## src/rtl/sev_seg_pkg.sv

```systemverilog
// Shared glyph table and sizing helper for the seven-segment scanner.
// Segment order is {g,f,e,d,c,b,a}, active low.
package sev_seg_pkg;

    localparam logic [6:0] SEG_0     = 7'b1000000;
    localparam logic [6:0] SEG_1     = 7'b1111001;
    localparam logic [6:0] SEG_2     = 7'b0100100;
    localparam logic [6:0] SEG_3     = 7'b0110000;
    localparam logic [6:0] SEG_4     = 7'b0011001;
    localparam logic [6:0] SEG_5     = 7'b0010010;
    localparam logic [6:0] SEG_6     = 7'b0000010;
    localparam logic [6:0] SEG_7     = 7'b1111000;
    localparam logic [6:0] SEG_8     = 7'b0000000;
    localparam logic [6:0] SEG_9     = 7'b0010000;
    localparam logic [6:0] SEG_A     = 7'b0001000;
    localparam logic [6:0] SEG_B     = 7'b0000011;
    localparam logic [6:0] SEG_C     = 7'b1000110;
    localparam logic [6:0] SEG_D     = 7'b0100001;
    localparam logic [6:0] SEG_E     = 7'b0000110;
    localparam logic [6:0] SEG_F     = 7'b0001110;
    localparam logic [6:0] SEG_BLANK = 7'h7F;

    // Counter width for n states; never below one bit so a single digit still has a select.
    function automatic int sel_width(input int n);
        return (n > 1) ? $clog2(n) : 1;
    endfunction

endpackage

```

## src/rtl/sev_seg_hex_decode.sv

```systemverilog
// Combinational hex nibble to active-low segment pattern.
module sev_seg_hex_decode
    import sev_seg_pkg::*;
(
    input  logic [3:0] nibble,
    output logic [6:0] seg
);

    always_comb begin
        seg = SEG_BLANK;
        case (nibble)
            4'h0: seg = SEG_0;
            4'h1: seg = SEG_1;
            4'h2: seg = SEG_2;
            4'h3: seg = SEG_3;
            4'h4: seg = SEG_4;
            4'h5: seg = SEG_5;
            4'h6: seg = SEG_6;
            4'h7: seg = SEG_7;
            4'h8: seg = SEG_8;
            4'h9: seg = SEG_9;
            4'hA: seg = SEG_A;
            4'hB: seg = SEG_B;
            4'hC: seg = SEG_C;
            4'hD: seg = SEG_D;
            4'hE: seg = SEG_E;
            4'hF: seg = SEG_F;
        endcase
    end

endmodule

```

## src/rtl/sev_seg_scanner.sv

```systemverilog
// Time-multiplexed N-digit seven-segment scanner with frame-aligned double buffering and PWM dimming.
// Define SEVSEG_BLINK_EN to add the blink_in port and per-digit blinking.
module sev_seg_scanner
    import sev_seg_pkg::*;
#(
    parameter int NUM_DIGITS   = 8,
    parameter int REFRESH_LOG2 = 14,
    parameter int DIM_BITS     = 3,
    parameter int BLINK_FRAMES = 32
) (
    input  logic                    clk,
    input  logic                    reset,
    input  logic [4*NUM_DIGITS-1:0] data_in,
    input  logic [NUM_DIGITS-1:0]   dp_in,
    input  logic [NUM_DIGITS-1:0]   blank_in,
    input  logic                    update,
    input  logic                    lz_suppress,
`ifdef SEVSEG_BLINK_EN
    input  logic [NUM_DIGITS-1:0]   blink_in,
`endif
    input  logic [DIM_BITS-1:0]     brightness,
    output logic [NUM_DIGITS-1:0]   an,
    output logic [6:0]              seg,
    output logic                    dp,
    output logic                    frame_tick
);

    localparam int SEL_W = sel_width(NUM_DIGITS);

    logic [REFRESH_LOG2-1:0] prescaler;
    logic [SEL_W-1:0]        digit_sel;
    logic                    slot_end;
    logic                    frame_end;

    logic [4*NUM_DIGITS-1:0] shadow_data, disp_data;
    logic [NUM_DIGITS-1:0]   shadow_dp, disp_dp;
    logic [NUM_DIGITS-1:0]   shadow_blank, disp_blank;
    logic                    pending;

    logic [NUM_DIGITS-1:0]   blink_dark;
    logic [NUM_DIGITS-1:0]   dark_mask;
    logic                    zero_run;
    logic [3:0]              cur_nib;
    logic [6:0]              dec_seg;
    logic                    pwm_on;

    assign slot_end  = &prescaler;
    assign frame_end = slot_end && (digit_sel == SEL_W'(NUM_DIGITS - 1));

    always_ff @(posedge clk or posedge reset) begin
        if (reset) begin
            prescaler  <= '0;
            digit_sel  <= '0;
            frame_tick <= 1'b0;
        end else begin
            prescaler  <= prescaler + 1'b1;
            frame_tick <= frame_end;
            if (slot_end)
                digit_sel <= frame_end ? '0 : digit_sel + 1'b1;
        end
    end

    // An update landing on the frame boundary bypasses the shadow so it is not delayed a whole frame.
    always_ff @(posedge clk or posedge reset) begin
        if (reset) begin
            shadow_data  <= '0;
            shadow_dp    <= '0;
            shadow_blank <= '0;
            disp_data    <= '0;
            disp_dp      <= '0;
            disp_blank   <= '0;
            pending      <= 1'b0;
        end else begin
            if (update) begin
                shadow_data  <= data_in;
                shadow_dp    <= dp_in;
                shadow_blank <= blank_in;
            end
            if (frame_end) begin
                pending <= 1'b0;
                if (update) begin
                    disp_data  <= data_in;
                    disp_dp    <= dp_in;
                    disp_blank <= blank_in;
                end else if (pending) begin
                    disp_data  <= shadow_data;
                    disp_dp    <= shadow_dp;
                    disp_blank <= shadow_blank;
                end
            end else if (update) begin
                pending <= 1'b1;
            end
        end
    end

`ifdef SEVSEG_BLINK_EN
    localparam int BLINK_W = sel_width(BLINK_FRAMES);

    logic [NUM_DIGITS-1:0] shadow_blink, disp_blink;
    logic [BLINK_W-1:0]    frame_cnt;
    logic                  blink_on;

    always_ff @(posedge clk or posedge reset) begin
        if (reset) begin
            shadow_blink <= '0;
            disp_blink   <= '0;
            frame_cnt    <= '0;
            blink_on     <= 1'b1;
        end else begin
            if (update)
                shadow_blink <= blink_in;
            if (frame_end) begin
                if (update)
                    disp_blink <= blink_in;
                else if (pending)
                    disp_blink <= shadow_blink;
                if (frame_cnt == BLINK_W'(BLINK_FRAMES - 1)) begin
                    frame_cnt <= '0;
                    blink_on  <= ~blink_on;
                end else begin
                    frame_cnt <= frame_cnt + 1'b1;
                end
            end
        end
    end

    assign blink_dark = blink_on ? '0 : disp_blink;
`else
    logic unused_blink_cfg;

    assign unused_blink_cfg = (BLINK_FRAMES > 0);
    assign blink_dark       = '0;
`endif

    // Scan from the top digit down so zero_run says whether every nibble at or above i is zero.
    always_comb begin
        dark_mask = '0;
        zero_run  = 1'b1;
        for (int i = NUM_DIGITS - 1; i >= 0; i--) begin
            zero_run     = zero_run & (disp_data[4*i +: 4] == 4'h0);
            dark_mask[i] = disp_blank[i] | blink_dark[i] | (lz_suppress & zero_run & (i != 0));
        end
    end

    assign cur_nib = disp_data[4*digit_sel +: 4];
    assign pwm_on  = (prescaler[REFRESH_LOG2-1 -: DIM_BITS] <= brightness);

    sev_seg_hex_decode u_decode (
        .nibble (cur_nib),
        .seg    (dec_seg)
    );

    always_ff @(posedge clk or posedge reset) begin
        if (reset) begin
            an  <= '1;
            seg <= SEG_BLANK;
            dp  <= 1'b1;
        end else if (pwm_on && !dark_mask[digit_sel]) begin
            an  <= ~(NUM_DIGITS'(1) << digit_sel);
            seg <= dec_seg;
            dp  <= ~disp_dp[digit_sel];
        end else begin
            an  <= '1;
            seg <= SEG_BLANK;
            dp  <= 1'b1;
        end
    end

endmodule

```

## config.mk

```make
export PLATFORM = sky130hd
export DESIGN_NAME = sev_seg_scanner
export DESIGN_NICKNAME = d
export VERILOG_FILES = /design/src/rtl/sev_seg_pkg.sv /design/src/rtl/sev_seg_hex_decode.sv /design/src/rtl/sev_seg_scanner.sv
export SDC_FILE = /design/constraint.sdc
export NUM_CORES = 1
export LEC_CHECK = 0
export BUFFER_PORTS_ARGS = -buffer_cell sky130_fd_sc_hd__buf_2
export CORE_AREA = 3 3 103 105
export DETAILED_ROUTE_END_ITERATION = 6
export DIE_AREA = 0 0 106 108
export PLACE_DENSITY = 0.88
export SLEW_MARGIN = 20
export SYNTH_ARGS = -nofsm -noshare
export SYNTH_HDL_FRONTEND = slang
export SYNTH_HIERARCHICAL = 1
export SYNTH_SLANG_ARGS = --single-unit
```

## constraint.sdc

```tcl
create_clock -name clk -period 10.9 [get_ports clk]
set_input_delay 1.09 -clock clk [delete_from_list [all_inputs] [get_ports clk]]
set_output_delay 1.09 -clock clk [all_outputs]
set_load 0.05 [all_outputs]
```

==> reports/qor.csv, run 1 <==
metric,value,unit
synth-edff-count,0,
grt_usage,0.2103,
grt_pass1_vias,3712,
gp_congestion,0.7995,
syn_nets,481,
power.share.sequential,0.462,
postCtsResizedCells,0,
hpwl,7573,µm
setup_viol,0,
synth_ff_type,dfrtp_1,
ys_types,42,
crit_family,multiplexers,
syn-cell-area,5808,µm²
die_w,106,µm
clock-skew-final,0.008885,ns
critPathMaxStageDelay,0.94,ns
async_flop_share,1.000,
via_count,3511,
cap_violations,0,
switching_share,0.2237,
worstReg2RegStart,digit_sel[0],
min_path_type,reg -> reg,
synthTopCellsByArea,"dfrtp_1 50%, mux2_2 15%, dfstp_2 7.2%, mux2_4 5.2%, mux4_2 3.9%",
syn_inst,409,
route.detailed.wl_per_inst,17.60,µm
synth_top_cell_by_area,dfrtp_1,
hp-start,prescaler[0],
grt_setup_unrepaired,no,
period_minus_slack,3.012,ns
min_to,prescaler[0],
synth.most_common_cell,dfrtp_1,
wl_met2,5640,µm
drtIter0Drc,137,
synth_top_area_frac,0.4955,
crit_chain,mux4_2 > nand2_1 > nand2_1 > inv_1 > ha_1 > inv_1 > mux4_1 > or2_2,
drc_errors,0,
top_layer_used,met4,
grt_antenna_before_repair,0,
cts_inserted_buffers,17,
wl_met3,515,µm
fmax,0.3320,GHz
dpl.cell_count,599,
hold_viol,0,
h-tree-depth,4,
required,11.33,ns
firstDrtPassIters,4,
grt_pass1_wl,18540,µm
slew_violations,0,
p_leak,0.003243,µW
dieArea,11450,µm²
fillers,688,
final_nets,557,
area_delta_synth_final,17.64,%
insertion_delay,0.51,ns
start_util,0.5970,
ff2ff_path_depth,8,
synthTopCellsByCount,"115 x dfrtp_1, 76 x mux2_2, 27 x nand2_1",
viasPerCell,5.573,
drive_gt1_frac,0.4829,
internal_power,859.0,µW
wl,11090,µm
end_kind,flop,
r2r_slack,7.89,ns
grt_max_degree,76,
ioPinCount,72,
power_frac_comb,0.052,
final_cells,630,
critPathSlowestCell,dfrtp_1,
worstPathArrival,3.45,ns
pwr-share-clk,0.486,
wl_met1,4767,µm
r2r-end,seg[3],
tightest_slew,0.9099,ns
min_period_over_period,0.2764,
core,9729,µm²
fp-row-count,36,
cp_max_fo,19,
ys_ff_latch,131,
seq_area_frac_synth,0.5679,
crit_buf_inv,2,
synth_warnings,6,
worstHoldPathCells,1,
port-buffer-count,71,
die_h,108,µm
cts_hold_buf,0,
finalSetupTns,0,ns
maxSlewHeadroom,0.3934,
synth.avg_cell_area,14.20,µm²
p_switching,247.5,µW
path_clk_slew,0.06,ns
overflow,0,
antenna_left,0,
num_antenna_cells,0,
power_density,161.9,nW/µm²
path_class,reg -> reg,
peakVddDrop,0.09992,mV
root_buffer,clkbuf_8,
status,"finished, final reports clean",
cts_sinks,131,
cts_tree,done,
clockBufferDepth,2,
start_kind,flop,
cts_setup_buffers,0,
-- stage by stage --
step | hold WS [ns] | power [µW] | instance area (µm²) | utilization | setup WS (ns)
after floorplan | 0.4432 | 556.1 | 5808 | - | 6.339
after global placement | 0.4615 | 575.2 | 6261 | 0.6435 | 7.929
after detailed placement | 0.4667 | 579.0 | 6261 | 0.6435 | 7.765
after CTS | 0.4781 | 1115 | 6830 | 0.7020 | 7.867
after global routing | 0.4892 | 1143 | 6833 | 0.7023 | 7.664
final | 0.4770 | 1106 | 6833 | 0.7023 | 7.888
-- worst max-delay path by stage --
| stage | from | to | slack (ns) | cells after the start |
|---|---|---|---|---|
| final | digit_sel[0] | seg[3] | 7.89 | 8 |
| after global routing | digit_sel[0] | seg[3] | 7.66 | 8 |
| after CTS | digit_sel[0] | seg[3] | 7.87 | 8 |
| after detailed placement | brightness[1] | seg[5] | 7.77 | 9 |
| after global placement | brightness[1] | seg[5] | 7.93 | 9 |
| after floorplan | reset | digit_sel[0] | 6.34 | 1 |
-- state kept, by name, indices dropped and copies added, names as in the netlist --
name / cells
an: 8
digit_sel: 3
disp_blank: 8
disp_data: 32
disp_dp: 8
dp: 1
frame_tick: 1
pending: 1
prescaler: 14
seg: 7
shadow_blank: 8
shadow_data: 32
shadow_dp: 8
-- cell usage in the layout (no fill, tap or decap), drive strengths merged, types with 3 or more instances in the layout --
| master | n |
|---|---|
| dfrtp | 115 |
| mux2 | 96 |
| buf | 73 |
| nand2 | 27 |
| clkbuf | 21 |
| ha | 17 |
| inv | 17 |
| dfstp | 16 |
| nor2 | 12 |
| mux4 | 11 |
| o21ai | 11 |
| xnor2 | 9 |
| or2 | 8 |
| nand3 | 7 |
| nor4 | 6 |
| mux2i | 6 |
| a21oi | 4 |
| clkinvlp | 4 |
| and2 | 4 |
| nand4 | 3 |
| and3 | 3 |
| xor2 | 3 |
| or3 | 3 |
| clkinv | 3 |
-- worst reg2reg max path: stages (launching register included) --
cell and delay [ns]:
dfrtp_1 0.94, mux4_2 0.60, nand2_1 0.08, nand2_1 0.16, inv_1 0.18, ha_1 0.15, inv_1 0.05, mux4_1 0.47
or2_2 0.30
-- power by group through the flow --
stage | clock, µW | combinational [µW] | sequential, µW
after floorplan | 0 | 34.8 | 521
after global placement | 0 | 56.9 | 518
after detailed placement | 0 | 59.2 | 520
after CTS | 544 | 59.7 | 511
after global routing | 565 | 64.6 | 513
final | 537 | 58.1 | 511
-- per-layer routing --
layer  vias to the layer above  global-route usage
li1                       1606                   -
met1                      1799              0.2766
met2                        92              0.3443
met3                        14             0.05194
met4                         0             0.07678
met5                         -                   0
-- cells by family (layout without fill, tap and decap cells) --
kind of cell             after synthesis  in the layout  synth area share
flip-flops                           131            131            0.5679
multiplexers                         113            113            0.2527
buffers and inverters                 31            119           0.02585
adder cells (fa/ha/maj)               17             17           0.03662
AND/OR/NAND/NOR                       79             79           0.06872
AO/OA/AOI/OAI                         26             26           0.03016
XOR/XNOR                              12             12           0.01810
-- final cells by class --
cell class | instances | area, µm² | share of cell area
Inverter | 15 | 58.81 | 0.008606
Multi-Input combinational cell | 247 | 2367 | 0.3465
Tap cell | 133 | 166.4 | 0.02435
Clock inverter | 10 | 100.1 | 0.01465
Clock buffer | 21 | 469.2 | 0.06867
Timing Repair Buffer | 73 | 372.9 | 0.05457
Sequential cell | 131 | 3298 | 0.4827
No activity file was read; power rests on OpenSTA's default activity.
==> run 2: changes to the inputs <==
Settings changed: CORE_AREA 3 3 103 105 to 3 3 110 112, DIE_AREA 0 0 106 108 to 0 0 113 115, PLACE_DENSITY 0.88 to 0.83.
Clock period 10.9 ns to 2.69 ns, I/O delays scaled along.
==> reports/qor.csv, run 2 (same netlist as run 1, synthesis figures left out) <==
metric,value,unit,change
status,"finished, final reports clean",,unchanged
cap_violations,0,,unchanged
drtIter0Drc,202,,was 137
ioPinCount,72,,unchanged
cts_sinks,131,,unchanged
antenna_left,0,,unchanged
fin_area,6934,µm²,was 6833 µm²
grt_setup_unrepaired,no,,unchanged
grt_antenna_before_repair,0,,unchanged
power_density,658.1,nW/µm²,was 161.9 nW/µm²
via_count,3548,,"was 3,511"
start_kind,flop,,unchanged
area_delta_synth_final,19.39,%,was 17.64%
cts_inserted_buffers,17,,unchanged
layout_commonest_cell,dfrtp_1,,unchanged
reg_top3,"disp_data: 32 flops, shadow_data: 32 flops, prescaler: 14 flops",,unchanged
postPlaceCellArea,6350,µm²,was 6261 µm²
peakVddDrop,0.4416,mV,was 0.09992 mV
critPathSlowestCell,mux4_2,,was dfrtp_1
insertion_delay,0.41,ns,was 0.51 ns
crit_chain,mux4_2 > nand2_1 > nand2_1 > inv_1 > ha_1 > inv_1 > mux4_1 > or2_2,,unchanged
die_h,115,µm,was 108 µm
firstDrtPassIters,5,,was 4
postCtsResizedCells,0,,unchanged
gp_congestion,0.8039,,was 0.7995
route.detailed.wl_per_inst,17.27,µm,was 17.60 µm
die_w,113,µm,was 106 µm
required,3.02,ns,was 11.33 ns
final_nets,562,,was 557
overflow,0,,unchanged
finalSetupTns,0,ns,unchanged
fillers,836,,was 688
path_clk_slew,0.06,ns,about the same
r2r_slack,0.17,ns,was 7.89 ns
worstPathArrival,2.85,ns,was 3.45 ns
grt_pass1_vias,3713,,"was 3,712"
register_area,3299,µm²,was 3298 µm²
num_antenna_cells,0,,unchanged
h-tree-depth,4,,unchanged
min_path_type,in -> async,,was reg -> reg
dieArea,13000,µm²,"was 11,450 µm²"
tightest_slew,0.6699,ns,was 0.9099 ns
start_util,0.5130,,was 0.5970
port-buffer-count,71,,unchanged
cts_setup_buffers,0,,unchanged
end_kind,flop,,unchanged
clockBufferDepth,2,,unchanged
maxSlewHeadroom,0.5534,,was 0.3934
r2r-end,seg[3],,unchanged
drive_gt1_frac,0.4891,,was 0.4829
slew_violations,0,,unchanged
grt_pass1_wl,18620,µm,"was 18,540 µm"
p_leak,0.003287,µW,was 0.003243 µW
path_class,reg -> reg,,unchanged
min_period_over_period,0.9370,,was 0.2764
final_cell_mix,"114 x dfrtp_1, 76 x mux2_2, 71 x buf_2",,"was 115 x dfrtp_1, 76 x mux2_2, 70 x buf_2"
setup_viol,0,,unchanged
worstReg2RegStart,digit_sel[0],,unchanged
grt_usage,0.1829,,was 0.2103
clock-skew-final,0.01413,ns,was 0.008885 ns
multi_input_comb_area,2367,µm²,unchanged
core,11320,µm²,was 9729 µm²
cp_max_fo,7,,was 19
period_minus_slack,2.520,ns,was 3.012 ns
critPathMaxStageDelay,0.53,ns,was 0.94 ns
ff2ff_path_depth,8,,unchanged
hpwl,7652,µm,was 7573 µm
cts_hold_buf,0,,unchanged
fp-row-count,39,,was 36
hold_viol,0,,unchanged
root_buffer,clkbuf_16,,was clkbuf_8
wl,11160,µm,"was 11,090 µm"
cts_tree,done,,unchanged
viasPerCell,5.492,,was 5.573
drc_errors,0,,unchanged
grt_max_degree,132,,was 76
fmax,0.3968,GHz,was 0.3320 GHz
p_total,4563,µW,was 1106 µW
==> run 2: layer usage <==
metal / vias to the layer above / global-route usage / wire length (µm)
li1: 1621 / - / -
met1: 1789 / 0.2437 / 4858
met2: 121 / 0.3013 / 5579
met5: - / 0 / 0
met3: 17 / 0.04053 / 606
met4: 0 / 0.06010 / 114
==> run 2: power breakdown <==
part	internal [µW]	switching, µW
registers	2050	19.8
clock network	1380	878
logic	110	130
==> run 2: per-stage QoR <==
step                hold WS [ns]  setup WS (ns)    util  cells
finish                   0.05858         0.1696  0.6125    646
global route              0.1036        0.03639  0.6125    646
CTS                      0.09750        0.08031  0.6124    646
detailed placement        0.4652        0.08562  0.5609    614
global placement          0.4591         0.2404  0.5609    614
floorplan                 0.4345        0.09595       -    409
==> run 2: layout make-up <==
cell class,count,area share
Clock inverter,14,0.02219
Timing Repair Buffer,78,0.06424
Clock buffer,18,0.06189
Tap cell,143,0.02580
Inverter,15,0.008661
Sequential cell,131,0.4758
Multi-Input combinational cell,247,0.3414
==> run 2: worst max path at each step <==
| stage | from | to | slack, ns |
|---|---|---|---|
| floorplan | digit_sel[0] | seg[3] | 0.1 |
| global placement | digit_sel[0] | seg[3] | 0.24 |
| detailed placement | digit_sel[0] | seg[3] | 0.09 |
| CTS | digit_sel[0] | seg[3] | 0.08 |
| global route | digit_sel[0] | seg[3] | 0.04 |
| finish | digit_sel[0] | seg[3] | 0.17 |
==> run 2: worst max-delay path: cells and delay by family (launching register included) <==
kind          cells  cell delay, ns
fa+ha+maj         1            0.15
mux               2            1.01
buf+inv           2            0.23
flops             1            0.48
simple gates      3            0.56
